$ cat config.mk
export PLATFORM = sky130hd
export DESIGN_NAME = led_pattern_gen
export DESIGN_NICKNAME = d
export VERILOG_FILES = /design/src/rtl/led_pattern_pkg.sv /design/src/rtl/led_tick_gen.sv /design/src/rtl/led_pattern_gen.sv
export SDC_FILE = /design/constraint.sdc
export NUM_CORES = 1
export LEC_CHECK = 0
export ABC_AREA = 1
export CAP_MARGIN = 0
export CELL_PAD_IN_SITES_DETAIL_PLACEMENT = 2
export CELL_PAD_IN_SITES_GLOBAL_PLACEMENT = 2
export CORE_UTILIZATION = 31
export DETAILED_ROUTE_END_ITERATION = 16
export GPL_ROUTABILITY_DRIVEN = 0
export GPL_TIMING_DRIVEN = 0
export PLACE_DENSITY_LB_ADDON = 0.1
export SLEW_MARGIN = 20
export SYNTH_ARGS = -nofsm -noshare
export SYNTH_HDL_FRONTEND = slang
export SYNTH_SLANG_ARGS = --single-unit
$ cat constraint.sdc
create_clock -name clk -period 1.7 [get_ports clk]
set_input_delay 0.255 -clock clk [delete_from_list [all_inputs] [get_ports clk]]
set_output_delay 0.255 -clock clk [all_outputs]
set_load 0.01 [all_outputs]
$ cat src/rtl/led_pattern_pkg.sv
// Shared definitions for the LED pattern generator.
//   mode_e : pattern selection encodings carried on the 2-bit mode port
//   dir_e  : bounce direction
//   CNT_W  : width of the tick counter and of the period value
package led_pattern_pkg;

    localparam int unsigned CNT_W = 32;

    typedef enum logic [1:0] {
        MODE_BOUNCE  = 2'd0,
        MODE_CHASE_L = 2'd1,
        MODE_CHASE_R = 2'd2,
        MODE_BLINK   = 2'd3
    } mode_e;

    typedef enum logic {
        DIR_LEFT  = 1'b0,
        DIR_RIGHT = 1'b1
    } dir_e;

endpackage

$ cat src/rtl/led_tick_gen.sv
// Tick counter that paces pattern steps.
//   clk    : clock, rising edge
//   rst    : synchronous active-high reset, clears the count
//   en     : count enable; count holds while low
//   clr    : synchronous clear (pattern restart / recovery)
//   period : cycles per step; 0 is treated as 1
//   adv    : high in the cycle whose edge completes a step (combinational)
module led_tick_gen
    import led_pattern_pkg::*;
(
    input  logic             clk,
    input  logic             rst,
    input  logic             en,
    input  logic             clr,
    input  logic [CNT_W-1:0] period,
    output logic             adv
);

    logic [CNT_W-1:0] cnt_q;
    logic [CNT_W-1:0] cnt_d;
    logic [CNT_W-1:0] period_m1;

    // A zero period would underflow; run it as a period of one.
    assign period_m1 = (period == '0) ? '0 : period - 1'b1;

    // >= rather than == so that shrinking the period mid-count still wraps.
    assign adv = en && (cnt_q >= period_m1);

    always_comb begin
        cnt_d = cnt_q;
        if (clr) begin
            cnt_d = '0;
        end else if (en) begin
            cnt_d = adv ? '0 : cnt_q + 1'b1;
        end
    end

    always_ff @(posedge clk) begin
        if (rst) begin
            cnt_q <= '0;
        end else begin
            cnt_q <= cnt_d;
        end
    end

endmodule

$ cat src/rtl/led_pattern_gen.sv
// LED pattern generator: bounce, chase-left, chase-right and blink patterns,
// stepping once every period of enabled clock cycles.
//   clk    : clock, rising edge
//   rst    : synchronous active-high reset
//   en     : pattern advance enable
//   mode   : 0 bounce, 1 chase-left, 2 chase-right, 3 blink
//   period : (only with LED_PATTERN_RUNTIME_PERIOD_EN) runtime step period,
//            replacing TICKS_PER_STATE; 0 behaves as 1
//   y      : LED drive
//   step   : one-cycle pulse in the first cycle a newly advanced y appears
module led_pattern_gen
    import led_pattern_pkg::*;
#(
    parameter int unsigned N_LEDS          = 3,
    parameter int unsigned TICKS_PER_STATE = 32'd40_000_000
) (
    input  logic              clk,
    input  logic              rst,
    input  logic              en,
    input  logic [1:0]        mode,
`ifdef LED_PATTERN_RUNTIME_PERIOD_EN
    input  logic [CNT_W-1:0]  period,
`endif
    output logic [N_LEDS-1:0] y,
    output logic              step
);

    localparam logic [N_LEDS-1:0] YOne = {{(N_LEDS-1){1'b0}}, 1'b1};
    localparam logic [N_LEDS-1:0] YTwo = YOne << 1;
    localparam logic [N_LEDS-1:0] YTop = YOne << (N_LEDS - 2);

    function automatic logic [N_LEDS-1:0] init_y(input logic [1:0] m);
        return (m == MODE_BLINK) ? '1 : YOne;
    endfunction

    function automatic logic is_onehot(input logic [N_LEDS-1:0] v);
        return (v != '0) && ((v & (v - YOne)) == '0);
    endfunction

    logic [1:0]        mode_q;
    dir_e              dir_q;
    dir_e              dir_d;
    logic [N_LEDS-1:0] y_d;
    logic              step_d;
    logic              restart;
    logic              recover;
    logic              adv;
    logic [CNT_W-1:0]  period_sel;

`ifdef LED_PATTERN_RUNTIME_PERIOD_EN
    assign period_sel = period;
`else
    assign period_sel = CNT_W'(TICKS_PER_STATE);
`endif

    assign restart = (mode != mode_q);
    // Blink legitimately shows all-ones/all-zeros, so it is exempt.
    assign recover = (mode_q != MODE_BLINK) && !is_onehot(y);

    led_tick_gen u_tick (
        .clk    (clk),
        .rst    (rst),
        .en     (en),
        .clr    (restart | recover),
        .period (period_sel),
        .adv    (adv)
    );

    always_comb begin
        y_d    = y;
        dir_d  = dir_q;
        step_d = 1'b0;
        if (restart) begin
            y_d   = init_y(mode);
            dir_d = DIR_LEFT;
        end else if (recover) begin
            y_d   = YOne;
            dir_d = DIR_LEFT;
        end else if (adv) begin
            step_d = 1'b1;
            unique case (mode_q)
                MODE_BOUNCE: begin
                    // Direction flips on the step that reaches an end LED.
                    if (dir_q == DIR_LEFT) begin
                        y_d = y << 1;
                        if (y == YTop) dir_d = DIR_RIGHT;
                    end else begin
                        y_d = y >> 1;
                        if (y == YTwo) dir_d = DIR_LEFT;
                    end
                end
                MODE_CHASE_L: y_d = {y[N_LEDS-2:0], y[N_LEDS-1]};
                MODE_CHASE_R: y_d = {y[0], y[N_LEDS-1:1]};
                MODE_BLINK:   y_d = ~y;
                default:      y_d = y;
            endcase
        end
    end

    always_ff @(posedge clk) begin
        if (rst) begin
            y      <= init_y(mode);
            dir_q  <= DIR_LEFT;
            step   <= 1'b0;
            mode_q <= mode;
        end else begin
            y      <= y_d;
            dir_q  <= dir_d;
            step   <= step_d;
            mode_q <= mode;
        end
    end

endmodule

==> flow_summary.json <==
{
  "worstSetupStartpoint": "y[1]",
  "start_util": 0.323,
  "drv_slew": 0,
  "pin_count": 9,
  "clockBufferDepth": 2,
  "layout_common_cells": "nand2_1 (60), nor2_1 (47), inv_1 (27)",
  "power-per-cell-area_nw_per_um2": 680,
  "postCtsHoldBufs": 0,
  "htreeDepth": 2,
  "setup_tns_ps": 0,
  "status": "finished, final reports clean",
  "p_leak_uw": 0.000976,
  "grt_max_degree": 14,
  "max-vdd-ir-drop_v": 0.000384,
  "antenna_found_initial": 0,
  "grt_overflow": 0,
  "skew_ps": 12.1,
  "crit_path_max_fanout": 7,
  "hp-class": "input port to register",
  "numCtsBuffers": 5,
  "grt_pass1_vias": 2045,
  "synth.top_cell.area_share": 0.347,
  "synth.cell_area_um2": 2080,
  "setup.worst_path.start_class": "register",
  "drt-pass1-iter-count": 4,
  "maxCapViolations": 0,
  "maxSlewHeadroom": 0.768,
  "clk_pin_slew_ps": 90,
  "num_rows": 29,
  "clkPwrFrac": 0.358,
  "via_per_inst": 4.82,
  "yosys.area.top_type": "dfxtp_1",
  "cpPeakStageDelay_ps": 590,
  "antenna_cells": 0,
  "p_switching_uw": 464,
  "insertion_delay_ps": 290,
  "ys_top_cells_by_area": "dfxtp_1 (35%), nand2_1 (11%), nor2_1 (8.9%)",
  "cp.required_ps": 1440,
  "finalSetupViolCount": 0,
  "holdWs_ps": 313,
  "cts.sink_count": 39,
  "ys_ff_latch": 39,
  "drt_iter0_markers": 20,
  "instances_no_fill": 393,
  "fmax_ghz": 0.599,
  "critPathTopFamily": "buffers and inverters",
  "sw_frac_of_total": 0.260,
  "nets": 321,
  "vias": 1893,
  "syn_inst": 284,
  "syn2layout_area_growth_pct": 26.3,
  "cp-end-kind": "primary output",
  "worst-path-buf-inv": 1,
  "dp_cells": 368,
  "path_cells": "clkdlybuf4s50_1",
  "drcViolationCount": 0,
  "fp.dieH_um": 83.8,
  "p_seq_frac": 0.535,
  "utilization": 0.408,
  "final.min_clock_period_ps": 1670,
  "grt_setup_unrepaired": "true",
  "ant_nets": 0,
  "routedWlPerCell_um": 14.8,
  "wl_um": 5830,
  "r2r-start": "u_tick.cnt_q[3]",
  "core-area_um2": 6420,
  "cp_data_arrival_time_ps": 1410,
  "grt_pass1_wl_um": 9540,
  "postSynthNetCount": 290,
  "post-route-period-util": 0.981,
  "critPathSlowestCell": "clkdlybuf4s50_1",
  "internal-power_uw": 1320,
  "yosysSeqAreaShare": 0.391,
  "cts_tree": "yes",
  "combPwrFrac": 0.108,
  "final_common_cell": "nand2_1",
  "hp-start": "en",
  "hold_viol": 0,
  "criticalPathCategory": "register to primary output",
  "hpwl_um": 3930,
  "synth_cell_types": 34,
  "yosys_warnings": 0,
  "io_buffers": 7,
  "dieWidth_um": 83.8,
  "tightestPinTransition_ps": 347,
  "grt_use_total": 0.171,
  "drive_gt1_frac": 0.288,
  "die_area_um2": 7030,
  "avgSynthCellArea_um2": 7.31,
  "cts-root-buf": "clkbuf_8"
}
metal layers:
metal / track usage / up-vias / part of all wire
met5: 0 / - / 0
met4: 0.0376 / 0 / 0.010
met3: 0.0386 / 6 / 0.014
met2: 0.299 / 12 / 0.50
met1: 0.214 / 921 / 0.47
li1: - / 954 / -
flip-flops by register name, indices dropped and copies added, names as in the netlist:
register      count
u_tick.cnt_q     32
mode_q            2
dir_q             1
step              1
y                 3
stage by stage:
step	instance area (µm²)	worst slack [ps]	total power, µW
detailed placement	2240	-287	1110
floorplan	2080	98.2	1060
global placement	2240	-302	1110
global route	2620	-55.7	1870
finish	2620	31.7	1780
CTS	2450	3.77	1800
cell families after synthesis:
group | share of synthesized area
buf+inv | 0.0850
fa+ha+maj | 0.00603
simple gates | 0.389
compound gates | 0.0537
flops | 0.391
xor+xnor | 0.0754
synth_stat cells:
master,number
edfxtp_1,3
o21bai_1,1
a21oi_1,6
nand3_1,16
buf_4,1
dfxtp_1,36
xnor2_2,1
nor2_4,3
xor2_1,8
nor3b_1,1
inv_2,4
a21oi_2,1
buf_6,3
nand2_2,7
inv_1,28
o211ai_1,3
nor2_1,49
a211oi_1,1
and3_1,1
nand3_2,1
nor3_2,2
nand4_1,4
buf_8,1
ha_1,1
nor3_1,9
nand3b_1,1
nand2_1,63
xnor2_1,8
a31oi_1,1
o21ai_0,4
nor3_4,1
nor2_2,13
a221oi_1,1
nand2_4,1
power groups by stage:
| stage | registers, µW | logic [µW] | clock network (µW) |
|---|---|---|---|
| CTS | 954 | 176 | 669 |
| finish | 953 | 192 | 637 |
| detailed placement | 978 | 136 | 0 |
| global placement | 979 | 135 | 0 |
| global route | 955 | 209 | 710 |
| floorplan | 976 | 85.2 | 0 |
repair_timing:
action	CTS	global route
gates resized for setup	7	31
cloned	1	0
setup endpoints to repair	22	32
buffers inserted	7	9
pin swaps	3	12
layout make-up:
class,instances,area [µm²]
Multi-Input combinational cell,208,1190
Timing Repair Buffer,24,236
Tap cell,77,96.3
Fill cell,757,3800
Clock inverter,3,20.0
Clock buffer,5,68.8
Inverter,32,120
Buffer,5,61.3
Sequential cell,39,830
final timing paths:
kind	slack, ps	endpoint	cells past startpoint
setup / recovery	30	y[1]	1
hold / removal	310	u_tick.cnt_q[1]	3
setup reg to reg	40	u_tick.cnt_q[9]	10
hold reg to reg	440	u_tick.cnt_q[27]	2
Power figures use the tool's default switching activity.
